`config.mk`:
```
export PLATFORM = sky130hd
export DESIGN_NAME = imm_field_decoder
export DESIGN_NICKNAME = d
export VERILOG_FILES = /design/src/rtl/imm_field_decoder.sv
export SDC_FILE = /design/constraint.sdc
export NUM_CORES = 1
export LEC_CHECK = 0
export ABC_AREA = 0
export CAP_MARGIN = 15
export CORE_MARGIN = 2
export CORE_UTILIZATION = 46
export CTS_CLUSTER_SIZE = 16
export DETAILED_ROUTE_END_ITERATION = 10
export PLACE_DENSITY = 0.74
export SLEW_MARGIN = 10
export SYNTH_ARGS = -nofsm -noshare
export SYNTH_HDL_FRONTEND = slang
export SYNTH_SLANG_ARGS = --single-unit
```
`constraint.sdc`:
```
create_clock -name clk_i -period 4.89 [get_ports clk_i]
set_input_delay 0.7335 -clock clk_i [delete_from_list [all_inputs] [get_ports clk_i]]
set_output_delay 0.7335 -clock clk_i [all_outputs]
set_load 0.05 [all_outputs]
```
`src/rtl/imm_field_decoder.sv`:
```
// Immediate-path front end: classifies RV32I instruction words by opcode and slices
// immediate fields into a registered 2-entry skid buffer with an illegal-opcode counter.
module imm_field_decoder #(
  parameter int CNT_W = 16
) (
  input  logic             clk_i,
  input  logic             rst_ni,
  input  logic [31:0]      instr_i,
  input  logic             instr_valid_i,
  output logic             instr_ready_o,
  output logic [1:0]       extend_o,
  output logic [19:0]      u_type_o,
  output logic [8:0]       j_type_o,
  output logic [12:0]      b_type_o,
  output logic [11:0]      i_and_s_type_o,
  output logic             illegal_o,
  output logic             out_valid_o,
  input  logic             out_ready_i,
  output logic [CNT_W-1:0] illegal_cnt_o
);

  typedef struct packed {
    logic [1:0]  extend;
    logic [19:0] u_type;
    logic [8:0]  j_type;
    logic [12:0] b_type;
    logic [11:0] is_type;
    logic        illegal;
  } fields_t;

  typedef enum logic [1:0] {
    EMPTY = 2'd0,
    ONE   = 2'd1,
    TWO   = 2'd2
  } state_t;

  function automatic fields_t decode(input logic [31:0] instr);
    fields_t f;
    f        = '0;
    f.extend = 2'b11;
    case (instr[6:0])
      7'b0110111, 7'b0010111: begin
        f.extend = 2'b00;
        f.u_type = instr[31:12];
      end
      7'b1101111: begin
        f.extend = 2'b01;
        f.j_type = {instr[31], instr[19:12]};
      end
      7'b1100011: begin
        f.extend = 2'b10;
        f.b_type = {instr[31], instr[7], instr[30:25], instr[11:8], 1'b0};
      end
      7'b0010011, 7'b0000011, 7'b1100111: f.is_type = instr[31:20];
      7'b0100011: f.is_type = {instr[31:25], instr[11:7]};
      7'b0110011: ;
      default: f.illegal = 1'b1;
    endcase
    return f;
  endfunction

  function automatic logic [CNT_W-1:0] sat_inc(input logic [CNT_W-1:0] cnt);
    return (cnt == {CNT_W{1'b1}}) ? cnt : cnt + 1'b1;
  endfunction

  // Stage p0: combinational decode of the incoming word
  fields_t dec_p0;
  logic    accept;
  logic    out_xfer;

  assign dec_p0   = decode(instr_i);
  assign accept   = instr_valid_i && instr_ready_o;
  assign out_xfer = out_valid_o && out_ready_i;

  state_t  state;
  state_t  state_nxt;
  logic    load_main_new;
  logic    load_main_skid;
  logic    load_skid;

  always_comb begin
    state_nxt      = state;
    load_main_new  = 1'b0;
    load_main_skid = 1'b0;
    load_skid      = 1'b0;
    case (state)
      EMPTY: begin
        if (accept) begin
          state_nxt     = ONE;
          load_main_new = 1'b1;
        end
      end
      ONE: begin
        if (out_xfer && accept) begin
          load_main_new = 1'b1;
        end else if (out_xfer) begin
          state_nxt = EMPTY;
        end else if (accept) begin
          state_nxt = TWO;
          load_skid = 1'b1;
        end
      end
      TWO: begin
        if (out_xfer) begin
          state_nxt      = ONE;
          load_main_skid = 1'b1;
        end
      end
      default: state_nxt = EMPTY;
    endcase
  end

  // Stage p1: main entry drives the outputs, skid catches the word accepted under stall
  fields_t main_p1;
  fields_t skid_p1;

  always_ff @(posedge clk_i) begin
    if (!rst_ni) begin
      state         <= EMPTY;
      instr_ready_o <= 1'b1;
      out_valid_o   <= 1'b0;
      illegal_cnt_o <= '0;
      main_p1       <= '0;
    end else begin
      state         <= state_nxt;
      instr_ready_o <= (state_nxt != TWO);
      out_valid_o   <= (state_nxt != EMPTY);
      if (accept && dec_p0.illegal) illegal_cnt_o <= sat_inc(illegal_cnt_o);
      if (load_main_new) main_p1 <= dec_p0;
      else if (load_main_skid) main_p1 <= skid_p1;
    end
  end

  always_ff @(posedge clk_i) begin
    if (load_skid) skid_p1 <= dec_p0;
  end

  assign extend_o       = main_p1.extend;
  assign u_type_o       = main_p1.u_type;
  assign j_type_o       = main_p1.j_type;
  assign b_type_o       = main_p1.b_type;
  assign i_and_s_type_o = main_p1.is_type;
  assign illegal_o      = main_p1.illegal;

endmodule

```
==> results of run 1 <==
metal layers:
layer | vias up | wire length, um | GRT usage
met5 | - | 0 | 0
met4 | 0 | 242 | 0.08537
met3 | 20 | 958 | 0.05400
met2 | 171 | 6141 | 0.3333
met1 | 2088 | 5782 | 0.2855
li1 | 2062 | - | -
Yosys cell counts, types with 7 or more instances:
master                     number
sky130_fd_sc_hd__nor2_1       114
sky130_fd_sc_hd__a21oi_1       10
sky130_fd_sc_hd__edfxtp_1      56
sky130_fd_sc_hd__o221ai_1      52
sky130_fd_sc_hd__dfxtp_1       76
sky130_fd_sc_hd__mux2i_1        9
sky130_fd_sc_hd__inv_1          7
sky130_fd_sc_hd__and2_1        51
sky130_fd_sc_hd__nand2_1       18
sky130_fd_sc_hd__nand2b_1       8
sky130_fd_sc_hd__clkbuf_1      27
sky130_fd_sc_hd__nand3_1       15
area by class of cell:
class | instances | area (um2)
Sequential cell | 132 | 3203
Timing Repair Buffer | 115 | 1131
Tap cell | 143 | 178.9
Clock buffer | 24 | 471.7
Multi-Input combinational cell | 340 | 2032
Inverter | 7 | 26.28
Fill cell | 942 | 4344
Clock inverter | 6 | 31.28
final timing paths:
path | from | end | slack (ps)
worst min register to register | u_type_o[5] | u_type_o[5] | 480
worst max register to register | instr_ready_o | i_and_s_type_o[5] | 2670
worst max-delay path | instr_valid_i | i_and_s_type_o[5] | 2220
worst min-delay path | u_type_o[5] | u_type_o[5] | 480
registers in the layout (all words and copies together) (netlist names):
name	cells
b_type_o	12
state	2
illegal_o	1
out_valid_o	1
illegal_cnt_o	16
skid_p1	56
instr_ready_o	1
u_type_o	20
j_type_o	9
extend_o	2
i_and_s_type_o	12
cell families (layout without fill, tap and decap cells):
group / after synthesis / in the layout / share of synthesized area
AO/OA/AOI/OAI: 88 / 88 / 0.1304
XOR/XNOR: 2 / 2 / 0.003260
adder cells (fa/ha/maj): 1 / 1 / 0.002328
buffers and inverters: 40 / 152 / 0.03073
flip-flops: 132 / 132 / 0.5960
multiplexers: 12 / 12 / 0.02305
other: 1 / 1 / 0.0006978
AND/OR/NAND/NOR: 236 / 236 / 0.2135
metrics by stage:
stage | power, mW | hold slack [ps] | instances | setup slack, ps | util
4_1_cts | 3.074 | 480.9 | 767 | 2184 | 0.6191
2_1_floorplan | 1.755 | 485.6 | 512 | 1317 | -
5_1_grt | 3.170 | 496.3 | 767 | 1922 | 0.6195
3_5_place_dp | 1.985 | 456.9 | 737 | 1773 | 0.5751
3_3_place_gp | 1.974 | 455.9 | 737 | 1834 | 0.5751
6_report | 3.053 | 476.9 | 767 | 2216 | 0.6195
power by group through the flow:
stage / combinational (mW) / clock (mW) / sequential [mW]
3_5_place_dp: 0.653 / 0 / 1.33
2_1_floorplan: 0.201 / 0 / 1.55
3_3_place_gp: 0.645 / 0 / 1.33
6_report: 0.653 / 1.09 / 1.31
4_1_cts: 0.657 / 1.11 / 1.31
5_1_grt: 0.697 / 1.15 / 1.32
worst max-delay path, delay by kind of cell:
family / cells / cell delay [ps]
AND/OR/NAND/NOR: 5 / 1540
buffers and inverters: 1 / 460
AO/OA/AOI/OAI: 1 / 270
==> out/metrics.csv, run 1 <==
metric,value,unit
avgSynthCellArea,10.50,um2
synth_cell_types,48,
setup-tns-final,0,ps
floorplan.die_area,12560,um2
setup_viol_count_final,0,
maximum_number_of_pins_on_one_net_before_global_route_repair,59,
core_region_area,11420,um2
first_global_vias,4232,
synth.yosys.seq_area_share,0.5960,
drt_via_density,5.660,
critPathCaptureType,register,
yosysTopAreaCellShare,0.3129,
tritoncts.num_buffers,17,
clock_sink_count,132,
cts_resized,0,
ir_drop_worst_vdd,322.1,uV
worst_hold_path_type,reg -> reg,
track_usage,0.2130,
layout.cell_area.non_filler,7074,um2
power.switching_fraction,0.3005,
vias,4341,
syn-instance-count,512,
start_util,0.4706,
maximum_clock_rate,0.3739,GHz
drcViolationCount,0,
rsz0062_at_grt,false,
placement.io_buffers,109,
layout_common_cells,"sky130_fd_sc_hd__nor2_1 (114), sky130_fd_sc_hd__clkdlybuf4s50_1 (108), sky130_fd_sc_hd__dfxtp_1 (76), sky130_fd_sc_hd__edfxtp_1 (56), sky130_fd_sc_hd__o221ai_1 (52)",
place_hpwl,8.511,mm
cts_hold_repair.buffers,0,
flow.area_growth_from_synthesis,31.64,%
part_of_the_power_in_the_clock_network,0.356,
clk_root_buffer_cell,sky130_fd_sc_hd__clkbuf_16,
worst_max_slew_pin_slew,1076,ps
timing.slew.headroom,0.2799,
wire_per_inst,17.11,um
total_leakage_power,2.576,nW
global_route.overflow_total,0,
die_width,112.1,um
htreeDepth,4,
synth.net_count,549,
power.density,431.5,nW/um2
worstRegToRegCells,6,
net_switching_component_of_the_power,0.9174,mW
path_max_fanout,53,
power.sequential.fraction,0.430,
path_class,in -> reg,
run_status,"finished, final reports clean",
synth.cell_area,5374,um2
placement.cell_area,6566,um2
fraction_of_final_layout_cells_with_drive_strength_greater_than_1,0.07532,
path_clk_slew,50,ps
arrival,3010,ps
die_h,112.1,um
slew_viol_final,0,
synth_largest_area_cell,sky130_fd_sc_hd__edfxtp_1,
grt_antenna_before_repair,0,
async_flop_share,0,
post-route-min-period,2674,ps
crit_path_top_delay_cell,sky130_fd_sc_hd__nand2_2,
layout_commonest_cell,sky130_fd_sc_hd__nor2_1,
min_period_over_period,0.5469,
wire_length_of_the_first_global_routing_pass,21.24,mm
cts_max_path_buffers,2,
synth.yosys.warnings,0,
rows,39,
power_report.internal_total,2.135,mW
final_nets,650,
whs_path_depth,2,
post_cts.repair.setup_buffers,0,
i_o_pin_cnt,111,
setup.worst_path.start_class,input pin,
maxCapViolCount,0,
critical_path.cell_chain,clkdlybuf4s50_1 -> nand2_1 -> nor2_1 -> nand2_2 -> nand2_2 -> o221ai_1 -> nor2_1,
pwr-share-comb,0.214,
ant_nets,0,
drt_pass1_iterations,5,
final.setup_skew,6.915,ps
yosys-top-cells-area,"sky130_fd_sc_hd__edfxtp_1 (31%), sky130_fd_sc_hd__dfxtp_1 (28%), sky130_fd_sc_hd__o221ai_1 (8.5%)",
dr.first_iter.drc_count,374,
insertedDiodeCount,0,
gpl.final_weighted_congestion,0.8285,
crit_path_max_incr_delay,780,ps
routed_wl,13.13,mm
synth_flop_cell,sky130_fd_sc_hd__dfxtp_1,
tritoncts,built,
ys_ff_latch,132,
clkLatencyLatePin,410,ps
synth_enable_flop_cells,56,
finalHoldViolCount,0,
worst-endpoint-required,5230,ps
Note: power is estimated with default switching activity, not from simulation.
==> run 2: changes to the inputs <==
Clock period 4.89 ns to 2.3 ns, I/O delays scaled along.
==> run 2 against run 1 <==
Compared with the run above: global-route usage increased by 0.53 points; sequential share of layout area is 1.5 points lower; worst hold slack worse by 0.69 ps; non-clock buffer count grew 18; clock-buffer cell count shrank 2; critical path depth is the same; critical path type unchanged; highest routed layer unchanged.
==> out/metrics.csv, run 2 (same netlist as run 1, synthesis figures left out) <==
metric,value,unit
drcViolationCount,0,
insertedDiodeCount,0,
dr.first_iter.drc_count,419,
clock_sink_count,132,
clk_root_buffer_cell,sky130_fd_sc_hd__clkbuf_16,
die_width,112.1,um
setup_viol_count_final,0,
timing.slew.headroom,0.4551,
place_hpwl,8.771,mm
layout.cell_area.non_filler,7341,um2
path_max_fanout,8,
worst_max_slew_pin_slew,814.4,ps
ant_nets,0,
layout_common_cells,"sky130_fd_sc_hd__nor2_1 (114), sky130_fd_sc_hd__clkdlybuf4s50_1 (108), sky130_fd_sc_hd__dfxtp_1 (74), sky130_fd_sc_hd__edfxtp_1 (56), sky130_fd_sc_hd__o221ai_1 (52)",
wire_length_of_the_first_global_routing_pass,21.71,mm
post_cts.repair.setup_buffers,0,
wire_per_inst,17.30,um
tritoncts,built,
critical_path.cell_chain,clkdlybuf4s50_1 -> inv_1 -> o2111ai_2 -> o31ai_2 -> or3_1 -> or4_1 -> a21boi_1,
clkLatencyLatePin,420,ps
final_nets,668,
placed_cells_incl_taps,755,
fin_cells,787,
fraction_of_final_layout_cells_with_drive_strength_greater_than_1,0.1134,
run_status,"finished, final reports clean",
vias,4398,
post-route-min-period,2094,ps
path_class,in -> reg,
routed_wl,13.61,mm
cts_max_path_buffers,2,
htreeDepth,4,
final.setup.worst_slack,205.7,ps
worst_hold_path.endpoint,u_type_o[1],
setup.worst_path.start_class,input pin,
grt_antenna_before_repair,0,
global_route.overflow_total,0,
floorplan.die_area,12560,um2
final.setup_skew,9.822,ps
crit_path_top_delay_cell,sky130_fd_sc_hd__or3_1,
die_h,112.1,um
whs_path_depth,2,
worst-endpoint-required,2640,ps
start_util,0.4706,
power.density,918.5,nW/um2
min_period_over_period,0.9105,
maximum_number_of_pins_on_one_net_before_global_route_repair,57,
track_usage,0.2183,
tritoncts.num_buffers,17,
worst_hold_path_type,reg -> reg,
arrival,2430,ps
largest_reg_flops,56,
worstRegToRegCells,7,
critPathCaptureType,register,
drt_pass1_iterations,5,
crit-reg2reg-capture,illegal_cnt_o[3],
cts_resized,0,
worstPathBufferInverterCount,2,
cts_hold_repair.buffers,0,
i_o_pin_cnt,111,
finalHoldViolCount,0,
flow.area_growth_from_synthesis,36.60,%
crit_path_max_incr_delay,510,ps
crit_family,simple AND/OR/NAND/NOR gates,
ir_drop_worst_vdd,573.1,uV
drt_via_density,5.588,
startpoint_of_the_most_critical_register_to_register_path,illegal_cnt_o[0],
slew_viol_final,0,
layout_commonest_cell,sky130_fd_sc_hd__nor2_1,
maxCapViolCount,0,
total_leakage_power,2.718,nW
core_region_area,11420,um2
maximum_clock_rate,0.4775,GHz
rsz0062_at_grt,false,
gpl.final_weighted_congestion,0.8246,
placement.io_buffers,109,
timing.reg2reg.setup_slack,320,ps
rows,39,
placement.cell_area,6784,um2
path_clk_slew,60,ps
largest-register,skid_p1,
dpl_worst_slack,-192.2,ps
hp-start,u_type_o[1],
first_global_vias,4219,
## run 2: changes by cell type in the layout (fill, tap and decap cells not counted), moves of 2 or more
cell / change
sky130_fd_sc_hd__buf_4: +13
sky130_fd_sc_hd__buf_12: +5
sky130_fd_sc_hd__clkbuf_1: -3
sky130_fd_sc_hd__nand2_1: -3
sky130_fd_sc_hd__clkinv_4: +2
sky130_fd_sc_hd__dfxtp_1: -2
sky130_fd_sc_hd__dfxtp_4: +2
sky130_fd_sc_hd__nand2_2: +2
## run 2: how the worst max path moves through the flow
stage | to | startpoint | slack, ps | cells after the start
floorplan | skid_p1[0] | instr_ready_o | -40 | 2
CTS | illegal_cnt_o[0] | illegal_cnt_o[0] | 220 | 1
finish | illegal_cnt_o[9] | instr_i[3] | 210 | 7
detailed placement | illegal_cnt_o[9] | instr_i[3] | -190 | 7
global placement | illegal_cnt_o[9] | instr_i[4] | -130 | 7
global route | i_and_s_type_o[6] | instr_i[2] | 130 | 7
## run 2: power by group
| part | internal (mW) | leakage [nW] | switching (mW) |
|---|---|---|---|
| registers | 2.67 | 1.11 | 0.120 |
| clock network | 1.56 | 0.275 | 0.946 |
| logic | 0.506 | 1.33 | 0.944 |
| total | 4.73 | 2.72 | 2.01 |
## run 2: area by class of cell
cell class	count	area [um2]
Fill cell	906	4078
Sequential cell	132	3211
Multi-Input combinational cell	340	2039
Timing Repair Buffer	133	1329
Clock buffer	22	474.2
Tap cell	143	178.9
Clock inverter	10	82.58
Inverter	7	26.28
## run 2: worst register-to-register path, delay by kind of cell (launching register included)
family | cells | cell delay (ps)
and+or+nand+nor | 3 | 730
DFF | 1 | 450
adders and majority gates | 1 | 270
AOI/OAI and AO/OA | 2 | 270
buffers and inverters | 1 | 170
## run 2: per-stage QoR
stage,setup TNS (ps),power (mW),hold slack [ps],utilization
2_1_floorplan,-2406,3.737,485.6,-
3_3_place_gp,-244.1,4.252,457.8,0.5941
3_5_place_dp,-903.3,4.276,461.6,0.5941
4_1_cts,0,6.788,476.7,0.6429
5_1_grt,0,6.998,504.0,0.6429
6_report,0,6.742,476.2,0.6429
## run 2: metal layers
layer | GRT usage | routed length [um] | share of wire | vias up
met2 | 0.3430 | 6503 | 0.48 | 183
met1 | 0.2953 | 6061 | 0.45 | 2113
met5 | 0 | 0 | 0 | -
met3 | 0.06048 | 918 | 0.067 | 12
met4 | 0.07154 | 130 | 0.0095 | 0
li1 | - | - | - | 2090
